`src/rtl/sync_fifo_param_if.sv`:
```
// -----------------------------------------------------------------------------
// sync_fifo_param_if
// Purpose : groups the write/read handshake, status and error signals of
//           sync_fifo_param into one bundle.
// Signals : WrEnable/WrData      - write request and data (master -> fifo)
//           RdEnable             - read request / FWFT pop (master -> fifo)
//           ClearErr             - clear sticky error flags (master -> fifo)
//           RdData/RdValid       - read data and its qualifier (fifo -> master)
//           Full/Empty           - occupancy status (fifo -> master)
//           AlmostFull/AlmostEmpty - threshold status (fifo -> master)
//           Count                - words stored, clog2(DEPTH)+1 bits
//           Overflow/Underflow   - sticky error flags (fifo -> master)
// Modports: master (user side), slave (fifo side).
// -----------------------------------------------------------------------------
interface sync_fifo_param_if #(
  parameter int WIDTH = 10,
  parameter int DEPTH = 32
);
  localparam int CW = $clog2(DEPTH) + 1;

  logic             WrEnable;
  logic [WIDTH-1:0] WrData;
  logic             RdEnable;
  logic             ClearErr;
  logic [WIDTH-1:0] RdData;
  logic             RdValid;
  logic             Full;
  logic             Empty;
  logic             AlmostFull;
  logic             AlmostEmpty;
  logic [CW-1:0]    Count;
  logic             Overflow;
  logic             Underflow;

  modport master (
    output WrEnable, WrData, RdEnable, ClearErr,
    input  RdData, RdValid, Full, Empty, AlmostFull, AlmostEmpty,
           Count, Overflow, Underflow
  );

  modport slave (
    input  WrEnable, WrData, RdEnable, ClearErr,
    output RdData, RdValid, Full, Empty, AlmostFull, AlmostEmpty,
           Count, Overflow, Underflow
  );
endinterface

```
`src/rtl/sync_fifo_param.sv`:
```
// -----------------------------------------------------------------------------
// sync_fifo_param
// Purpose : single-clock FIFO with registered status flags, almost-full /
//           almost-empty thresholds, sticky overflow/underflow flags and a
//           choice of standard (registered) or first-word-fall-through read.
// Ports   : clk   - clock, all state changes on the rising edge
//           Reset - synchronous, active-high; overrides every operation
//           bus   - sync_fifo_param_if.slave (handshake, data, flags, Count)
// Params  : WIDTH, DEPTH (power of 2, >= 4), AFULL_TH, AEMPTY_TH, FWFT.
// -----------------------------------------------------------------------------
module sync_fifo_param #(
  parameter int WIDTH     = 10,
  parameter int DEPTH     = 32,
  parameter int AFULL_TH  = 28,
  parameter int AEMPTY_TH = 4,
  parameter int FWFT      = 0
) (
  input  logic                clk,
  input  logic                Reset,
  sync_fifo_param_if.slave    bus
);
  localparam int AW = $clog2(DEPTH);
  localparam int CW = AW + 1;
  localparam logic [CW-1:0] DEPTH_C  = CW'(DEPTH);
  localparam logic [CW-1:0] AFULL_C  = CW'(AFULL_TH);
  localparam logic [CW-1:0] AEMPTY_C = CW'(AEMPTY_TH);

  logic [WIDTH-1:0] mem [DEPTH];

  logic [AW-1:0]    wr_ptr_q, wr_ptr_d;
  logic [AW-1:0]    rd_ptr_q, rd_ptr_d;
  logic [CW-1:0]    count_q, count_d;
  logic             full_q, full_d;
  logic             empty_q, empty_d;
  logic             afull_q, afull_d;
  logic             aempty_q, aempty_d;
  logic             ovf_q, ovf_d;
  logic             udf_q, udf_d;
  logic [WIDTH-1:0] rd_data_q, rd_data_d;
  logic             rd_valid_q, rd_valid_d;

  logic             wr_acc;
  logic             rd_acc;
  logic [WIDTH-1:0] head_word;

  // Head of queue; FWFT mode shows it directly, standard mode captures it.
  assign head_word = mem[rd_ptr_q];

  always_comb begin
    // Acceptance uses only the registered flags, so a full FIFO still takes
    // a read and an empty FIFO still takes a write in the same cycle.
    wr_acc = bus.WrEnable & ~full_q;
    rd_acc = bus.RdEnable & ~empty_q;

    wr_ptr_d = wr_ptr_q;
    rd_ptr_d = rd_ptr_q;
    if (wr_acc) wr_ptr_d = wr_ptr_q + AW'(1);
    if (rd_acc) rd_ptr_d = rd_ptr_q + AW'(1);

    count_d  = count_q + CW'(wr_acc) - CW'(rd_acc);
    full_d   = (count_d == DEPTH_C);
    empty_d  = (count_d == '0);
    afull_d  = (count_d >= AFULL_C);
    aempty_d = (count_d <= AEMPTY_C);

    // Set wins over clear when both happen in the same cycle.
    ovf_d = (bus.WrEnable & full_q)  | (ovf_q & ~bus.ClearErr);
    udf_d = (bus.RdEnable & empty_q) | (udf_q & ~bus.ClearErr);

    rd_valid_d = rd_acc;
    rd_data_d  = rd_acc ? head_word : rd_data_q;
  end

  always_ff @(posedge clk) begin
    if (Reset) begin
      wr_ptr_q   <= '0;
      rd_ptr_q   <= '0;
      count_q    <= '0;
      full_q     <= 1'b0;
      empty_q    <= 1'b1;
      afull_q    <= 1'b0;
      aempty_q   <= 1'b1;
      ovf_q      <= 1'b0;
      udf_q      <= 1'b0;
      rd_data_q  <= '0;
      rd_valid_q <= 1'b0;
    end else begin
      wr_ptr_q   <= wr_ptr_d;
      rd_ptr_q   <= rd_ptr_d;
      count_q    <= count_d;
      full_q     <= full_d;
      empty_q    <= empty_d;
      afull_q    <= afull_d;
      aempty_q   <= aempty_d;
      ovf_q      <= ovf_d;
      udf_q      <= udf_d;
      rd_data_q  <= rd_data_d;
      rd_valid_q <= rd_valid_d;
    end
  end

  // Storage is never cleared; stale words stay hidden because the pointers
  // and Count restart from zero after reset.
  always_ff @(posedge clk) begin
    if (wr_acc && !Reset) mem[wr_ptr_q] <= bus.WrData;
  end

  // In FWFT mode an empty FIFO presents zero so no stale word leaks out.
  assign bus.RdData      = (FWFT != 0) ? (empty_q ? '0 : head_word) : rd_data_q;
  assign bus.RdValid     = (FWFT != 0) ? ~empty_q : rd_valid_q;
  assign bus.Full        = full_q;
  assign bus.Empty       = empty_q;
  assign bus.AlmostFull  = afull_q;
  assign bus.AlmostEmpty = aempty_q;
  assign bus.Count       = count_q;
  assign bus.Overflow    = ovf_q;
  assign bus.Underflow   = udf_q;
endmodule

```
`src/flat_wrapper.sv`:
```
// flat-port wrapper written by rule: the top's interface ports become plain ports
module sync_fifo_param_flat 
#(
  parameter int WIDTH     = 10,
  parameter int DEPTH     = 32,
  parameter int AFULL_TH  = 28,
  parameter int AEMPTY_TH = 4,
  parameter int FWFT      = 0
)
  (clk, Reset, bus_WrEnable, bus_WrData, bus_RdEnable, bus_ClearErr, bus_RdData, bus_RdValid, bus_Full, bus_Empty, bus_AlmostFull, bus_AlmostEmpty, bus_Count, bus_Overflow, bus_Underflow);
  sync_fifo_param_if #(.WIDTH(WIDTH), .DEPTH(DEPTH)) bus_i ();
  input  logic clk;
  input  logic Reset;
  input wire logic [$bits(bus_i.WrEnable)-1:0] bus_WrEnable;
  input wire logic [$bits(bus_i.WrData)-1:0] bus_WrData;
  input wire logic [$bits(bus_i.RdEnable)-1:0] bus_RdEnable;
  input wire logic [$bits(bus_i.ClearErr)-1:0] bus_ClearErr;
  output wire logic [$bits(bus_i.RdData)-1:0] bus_RdData;
  output wire logic [$bits(bus_i.RdValid)-1:0] bus_RdValid;
  output wire logic [$bits(bus_i.Full)-1:0] bus_Full;
  output wire logic [$bits(bus_i.Empty)-1:0] bus_Empty;
  output wire logic [$bits(bus_i.AlmostFull)-1:0] bus_AlmostFull;
  output wire logic [$bits(bus_i.AlmostEmpty)-1:0] bus_AlmostEmpty;
  output wire logic [$bits(bus_i.Count)-1:0] bus_Count;
  output wire logic [$bits(bus_i.Overflow)-1:0] bus_Overflow;
  output wire logic [$bits(bus_i.Underflow)-1:0] bus_Underflow;
  assign bus_i.WrEnable = bus_WrEnable;
  assign bus_i.WrData = bus_WrData;
  assign bus_i.RdEnable = bus_RdEnable;
  assign bus_i.ClearErr = bus_ClearErr;
  assign bus_RdData = bus_i.RdData;
  assign bus_RdValid = bus_i.RdValid;
  assign bus_Full = bus_i.Full;
  assign bus_Empty = bus_i.Empty;
  assign bus_AlmostFull = bus_i.AlmostFull;
  assign bus_AlmostEmpty = bus_i.AlmostEmpty;
  assign bus_Count = bus_i.Count;
  assign bus_Overflow = bus_i.Overflow;
  assign bus_Underflow = bus_i.Underflow;
  sync_fifo_param #(.WIDTH(WIDTH), .DEPTH(DEPTH), .AFULL_TH(AFULL_TH), .AEMPTY_TH(AEMPTY_TH), .FWFT(FWFT)) u_core (.clk(clk), .Reset(Reset), .bus(bus_i));
endmodule
```
`config.mk`:
```
export PLATFORM = sky130hd
export DESIGN_NAME = sync_fifo_param_flat
export DESIGN_NICKNAME = d
export VERILOG_FILES = /design/src/rtl/sync_fifo_param_if.sv /design/src/rtl/sync_fifo_param.sv /design/src/flat_wrapper.sv
export SDC_FILE = /design/constraint.sdc
export NUM_CORES = 1
export LEC_CHECK = 0
export CELL_PAD_IN_SITES_DETAIL_PLACEMENT = 0
export CELL_PAD_IN_SITES_GLOBAL_PLACEMENT = 1
export CORE_MARGIN = 4
export CORE_UTILIZATION = 55
export DETAILED_ROUTE_END_ITERATION = 16
export PLACE_DENSITY_LB_ADDON = 0.1
export SLEW_MARGIN = 20
export SYNTH_ARGS = -nofsm -noshare
export SYNTH_HDL_FRONTEND = slang
export SYNTH_SLANG_ARGS = --single-unit
```
`constraint.sdc`:
```
create_clock -name clk -period 6.05 [get_ports clk]
set_input_delay 1.5125 -clock clk [delete_from_list [all_inputs] [get_ports clk]]
set_output_delay 1.5125 -clock clk [all_outputs]
set_load 0.02 [all_outputs]
```
After elaboration in Yosys (flattened, before gate mapping)

Memory sizes are Yosys's and may differ from the RTL's. A register that Yosys moved wholly into a read port is not among the register bits.
Index checks and enable logic that the tools add are counted.

Bits in registers: 23
RAM bits: 320
Bits of input ports: 15
Output and inout port bits: 23
Memories: 1

Add/sub/neg operators: 4
Order comparisons: 2
Equality and inequality tests: 1
Multiplexer cells: 2
Bitwise logic cells: 11
Reduce and logical (&&, ||, !) cells: 3

Memory list:

| name       | depth | bits a word | read ports | clocked after Yosys merged registers in | wr ports | line                  | text |
|---|---|---|---|---|---|---|---|
| u_core.mem | 32    | 10          | 1          | 1                                       | 1        | sync_fifo_param.sv:28 | `logic [WIDTH-1:0] mem [DEPTH];` |

Operators with widths:

| cell                                                                             | number |
|---|---|
| 5-bit by 1-bit adder with 5-bit output, second input constant                    | 2 |
| 6-bit by 1-bit adder with 6-bit output                                           | 1 |
| 1-bit AND                                                                        | 6 |
| 6-bit equality test, second input constant                                       | 1 |
| 6-bit by 5-bit >= comparator with 1-bit output, second input constant            | 1 |
| 6-bit by 3-bit less-or-equal comparator with 1-bit output, second input constant | 1 |
| 6-bit logical NOT                                                                | 1 |
| 6-bit by 1-bit subtractor with 6-bit output                                      | 1 |
| 1-bit NOT                                                                        | 3 |
| 1-bit two-way mux                                                                | 2 |
| 1-bit bitwise OR                                                                 | 2 |
| 1-bit logical AND                                                                | 1 |
| 1-bit logical NOT                                                                | 1 |

Longest topological paths before layout

Depth after elaboration: 5
Mapped depth: 12

Worst setup path before layout

No wires, ideal clock.

Path type: in2reg
Start point: input port bus_RdEnable
End point: register u_core.full_q (netlist: u_core.bus.Full)
Library setup time: 116 ps
Data arrival time: 3399 ps
Required time: 5934 ps
Path slack: 2535 ps
Cell stages on the path: 12
Buffers on the path: 0
Cells stage by stage: nand2b_1 inv_2 ha_1 inv_1 ha_1 inv_1 fa_1 nor2b_1 o21ai_0 nor3b_1 or2_2 and4_1

Word-level cells in the longest chain between the ends: 3

RTL lines:

| what                                        | line                  | text |
|---|---|---|
| from (decl)                                 | flat_wrapper.sv:16    | `input wire logic [$bits(bus_i.RdEnable)-1:0] bus_RdEnable;` |
| 1-bit AND                                   | sync_fifo_param.sv:53 | `rd_acc = bus.RdEnable & ~empty_q;` |
| via u_core.rd_acc                           | sync_fifo_param.sv:43 | `logic rd_acc;` |
| 6-bit by 1-bit subtractor with 6-bit output | sync_fifo_param.sv:60 | `count_d = count_q + CW'(wr_acc) - CW'(rd_acc);` |
| 6-bit equality test                         | sync_fifo_param.sv:61 | `full_d = (count_d == DEPTH_C);` |
| to (signal assigned)                        | sync_fifo_param.sv:91 | `full_q <= full_d;` |
| to (decl)                                   | sync_fifo_param.sv:33 | `logic full_q, full_d;` |

The timed path passes the listed nets, and every way through them passes these cells.
A chain may end at the register's enable or synchronous reset.

Worst setup path after layout

Start point: input port bus_WrEnable
End point: memory u_core.mem[1][4] (enable)

Word-level cells in the longest chain between the ends: 4

RTL lines:

| what                                    | line                   | text |
|---|---|---|
| from (decl)                             | flat_wrapper.sv:14     | `input wire logic [$bits(bus_i.WrEnable)-1:0] bus_WrEnable;` |
| 1-bit AND                               | sync_fifo_param.sv:52  | `wr_acc = bus.WrEnable & ~full_q;` |
| 1-bit logical AND                       | sync_fifo_param.sv:105 | `if (wr_acc && !Reset) mem[wr_ptr_q] <= bus.WrData;` |
| 1-bit two-way mux                       | sync_fifo_param.sv:105 |  |
| 1-bit two-way mux (not written as such) | sync_fifo_param.sv:105 |  |
| to (decl)                               | sync_fifo_param.sv:28  |  |

Every way passes these cells.

==> tab_implementation.tex <==
\begin{tabular}{lr}
\hline
Metric & Value \\
\hline
\multicolumn{2}{l}{\textbf{Global routing}} \\
\quad Maximum number of pins on one net before global-route repair & 47 \\
\quad Global-route wire length before repair & 45,100 um \\
\quad Overall overflow remaining after global route & 0 \\
\quad Number of global-route vias before repair & 7,230 \\
\quad Global-route usage over all layers & 0.216 \\
\quad Number of antenna violations at the first check in global routing & 0 \\
\multicolumn{2}{l}{\textbf{Placement}} \\
\quad Detail Placement HPWL & approximately 18,000 um \\
\quad Worst slack after detailed placement & $\sim$1.7 ns \\
\quad Final weighted congestion in routability-driven placement & 0.786 \\
\quad Input/output buffers & 37 \\
\multicolumn{2}{l}{\textbf{Pwr}} \\
\quad Cell area power density & between 300 and 400 nW/um\^{}2 \\
\quad Combinational power share & 0.157 \\
\quad Pint & roughly 4500 uW \\
\quad Peak ir drop on the vdd network & around 0.28 mV \\
\quad Part of the power in the clock network & 0.377 \\
\quad Register share of total power & 0.467 \\
\quad Switching power of the nets & around 1500 uW \\
\quad Static leakage & roughly 0.0050 uW \\
\quad Switching Share & 0.244 \\
\multicolumn{2}{l}{\textbf{Worst setup path}} \\
\quad Critical path capture point & u\_core.mem[1][4] \\
\quad Library cell contributing the largest single delay on the critical path & nor2\_1 \\
\quad Setup slack of the most critical reg-to-reg path & about 2.9 ns \\
\quad Startpoint type of the worst setup path & primary input \\
\quad R2R Path Start & u\_core.rd\_ptr\_q[0] \\
\quad Data required time at the worst endpoint & 6.18 ns \\
\quad Endpoint type of the worst setup path & flop \\
\quad Ordered cell list for the critical path & clkdlybuf4s50\_1 > nor2b\_1 > and2\_1 > nand2\_1 > nor2\_1 \\
\quad Reg-to-reg critical path endpoint & u\_core.bus.RdData[4] \\
\quad Maximum fanout count along the critical path & 10 \\
\quad Worst path top cell family by delay & simple AND/OR/NAND/NOR gates \\
\quad Critical path's largest stage delay & about 0.85 ns \\
\quad Arrival time of the worst setup path & 3.95 ns \\
\quad CP Launch Point & bus\_WrEnable \\
\quad Depth of the worst register-to-register path & 5 \\
\quad Type of the worst setup path & in -> reg \\
\quad Number of logic stages on the critical path including buffering & 5 \\
\quad Number of buffer and inverter instances along the worst setup path & 1 \\
\multicolumn{2}{l}{\textbf{Final layout}} \\
\quad Most frequent standard cell in the layout excluding fill and tap cells & edfxtp\_1 \\
\quad Most frequent cells in the layout & edfxtp\_1, mux4\_2, nor2\_1 \\
\quad Number of antenna cells inserted & 0 \\
\quad Layout Nets & 811 \\
\quad P\&R area growth vs syn & 14.1\% \\
\quad Finished Core Util & 0.641 \\
\quad Filler Cells Inserted & between 1,500 and 2,000 \\
\quad Proportion of layout cells with a drive suffix above 1 & 0.164 \\
\multicolumn{2}{l}{\textbf{Floorplan}} \\
\quad Top-level I/O count & 38 \\
\quad Number of core rows & between 50 and 60 \\
\quad Die span in x & around 170 um \\
\quad Die area & between 20,000 and 30,000 um\^{}2 \\
\quad CORE AREA & $\sim$24,000 um\^{}2 \\
\quad Die Ht & 166 um \\
\quad Initial core utilization & 0.562 \\
\multicolumn{2}{l}{\textbf{Clock network}} \\
\quad Number of gates given a new drive strength after cts & 0 \\
\quad Maximum clock path buffer count & 3 \\
\quad Post-CTS clock slew at the launch and capture registers of the worst setup and hold paths & $\sim$0.06 ns \\
\quad Sink Count & between 300 and 400 \\
\quad Insertion delay of the later-clocked pin in the worst-skew pair & about 0.52 ns \\
\quad Depth of the CTS H-tree & 2 \\
\quad Cell chosen for the clock root & clkbuf\_16 \\
\quad Number of setup buffers added after CTS & 0 \\
\quad Number of buffers inserted during clock tree synthesis & 37 \\
\quad Post-CTS Hold Buffers & 0 \\
\quad Clock tree from TritonCTS & built \\
\multicolumn{2}{l}{\textbf{Synth}} \\
\quad Number of enable-type register cells in the synthesized netlist & 320 \\
\quad Synthesized Nets & $\sim$750 \\
\quad Post-synthesis instance total & about 730 \\
\quad Total standard cell area after synthesis & $\sim$14,000 um\^{}2 \\
\quad Sequential area share after synthesis & 0.748 \\
\quad Number of register bits inferred by synthesis & 353 \\
\quad Number of warnings printed during yosys synthesis & 0 \\
\quad Number of distinct standard cells referenced by the synthesized netlist & just under 50 \\
\quad Share of synthesized flip-flops with an asynchronous set or reset & 0 \\
\quad Ys flop type & edfxtp\_1 \\
\quad Average cell area after synthesis & between 15 and 20 um\^{}2 \\
\multicolumn{2}{l}{\textbf{Routing}} \\
\quad Total DRC errors in the routed layout & 0 \\
\quad WL/cell & $\sim$26 um \\
\quad Residual antenna-violating net count after detailed routing & 0 \\
\quad Overall via count from detail\_route & between 6,000 and 7,000 \\
\quad Via density & approximately 6 \\
\quad Initial DRT Pass Iterations & 5 \\
\quad Drt first-iter violations & 663 \\
\quad Total wire length after detailed routing & $\sim$30,000 um \\
\multicolumn{2}{l}{\textbf{STA}} \\
\quad Actual slew at the worst max-slew pin & approximately 1.1 ns \\
\quad Hold slack & between 0.4 and 0.5 ns \\
\quad Accumulated negative setup slack & 0 ns \\
\quad Timing-limited maximum frequency & 0.261 GHz \\
\quad Final Critical Period & approximately 3.8 ns \\
\quad Tightest slew margin relative to the limit & 0.279 \\
\quad Total of endpoints with negative setup slack in the final report & 0 \\
\quad Unrepaired setup endpoints after global routing & no \\
\quad Part of the cycle the worst path needs & 0.633 \\
\quad Worst setup slack after layout & 2.22 ns \\
\quad Count of pins over their slew limit & 0 \\
\quad Final hold violation count & 0 \\
\quad Worst clock skew & 0.0186 ns \\
\multicolumn{2}{l}{\textbf{Run status}} \\
\quad Status & completed \\
\multicolumn{2}{l}{\textbf{Min path}} \\
\quad Type of the most critical hold path & reg -> reg \\
\multicolumn{2}{l}{\textbf{Flow run}} \\
\quad Number of max-capacitance violations reported & 0 \\
\hline
\end{tabular}
-- state kept, by name (all words and copies together) (netlist names) --
name,flops
u_core.bus.Full,1
u_core.rd_ptr_q,5
u_core.bus.Empty,1
u_core.bus.AlmostEmpty,1
u_core.bus.AlmostFull,1
u_core.wr_ptr_q,5
u_core.bus.Overflow,1
u_core.bus.RdData,10
u_core.bus.RdValid,1
u_core.bus.Underflow,1
u_core.mem,320
u_core.bus.Count,6
-- layer usage --
layer  up-vias  part of all wire  global-route usage
li1       3055                 -                   -
met1      3545              0.42               0.309
met2       264              0.48               0.347
met3        50             0.070              0.0455
met4         0             0.024              0.0556
met5         -                 0                   0
-- synthesized netlist by cell type, drive strengths merged (2+ instances only) --
library cell  count  area share
o211ai            4      0.0022
xor2              7      0.0045
nand3b            4      0.0022
edfxtp          320        0.70
inv              16      0.0044
o221ai           10      0.0064
a21oi            15      0.0055
dfxtp            33       0.048
a32o              8      0.0058
nand4             4      0.0018
a22o              2      0.0013
nor2             53       0.014
nor2b             4      0.0018
mux4             60        0.10
a211oi            8      0.0044
nand2            27      0.0074
o22ai            10      0.0046
a22oi            19       0.010
ha               11       0.010
clkbuf           13      0.0036
and2              2     0.00091
nor3              4      0.0015
nand2b            3      0.0014
a21o              3      0.0016
buf              21       0.011
mux2i            42       0.031
nand3             4      0.0015
xnor2             4      0.0026
or3b              2      0.0013
-- power by group through the flow --
stage / logic (uW) / registers, uW / clock network (uW)
2_1_floorplan: 655 / 2860 / 0
3_3_place_gp: 935 / 2860 / 0
3_5_place_dp: 945 / 2860 / 0
4_1_cts: 950 / 2810 / 2300
5_1_grt: 1020 / 2820 / 2420
6_report: 941 / 2810 / 2270
-- logic make-up after synthesis --
family / count (synthesis) / synth area share
compound gates: 85 / 0.0457
xor+xnor: 11 / 0.00701
fa+ha+maj: 12 / 0.0115
buf+inv: 50 / 0.0194
flops: 353 / 0.748
mux: 103 / 0.132
simple gates: 112 / 0.0367
-- worst reg2reg max path, delay by kind of cell (launching register included) --
kind / cells / cell delay [ns]
mux: 1 / 0.60
compound gates: 2 / 0.72
flops: 1 / 0.79
simple gates: 1 / 0.21
buf+inv: 1 / 0.77
-- area by class of cell --
class | count | area, um^2 | area share
multi-input cells | 323 | 3200 | 0.204
clock buffers | 46 | 1030 | 0.0659
flip-flops and latches | 353 | 10300 | 0.656
repair buffers | 53 | 490 | 0.0313
inverters | 16 | 60.1 | 0.00383
well taps | 324 | 405 | 0.0259
clock inverters | 21 | 203 | 0.0129
-- worst min path at each step --
stage | endpoint | slack (ns) | depth (start not counted) | startpoint
after floorplan | u_core.wr_ptr_q[0] | 0.55 | 2 | u_core.wr_ptr_q[0]
after global placement | u_core.bus.RdData[1] | 0.45 | 1 | u_core.bus.RdData[1]
after detailed placement | u_core.bus.RdData[4] | 0.46 | 1 | u_core.bus.RdData[4]
after CTS | u_core.bus.RdData[4] | 0.47 | 1 | u_core.bus.RdData[4]
after global routing | u_core.bus.RdData[1] | 0.50 | 1 | u_core.bus.RdData[1]
final | u_core.bus.RdData[4] | 0.47 | 1 | u_core.bus.RdData[4]
-- through the flow --
stage,area [um^2],total power (uW),cells
final,15700,6010,1136
after global routing,15700,6270,1136
after CTS,15700,6060,1136
after detailed placement,14400,3800,1069
after global placement,14400,3790,1069
after floorplan,13700,3520,726
Note: power is estimated with default switching activity, not from simulation.
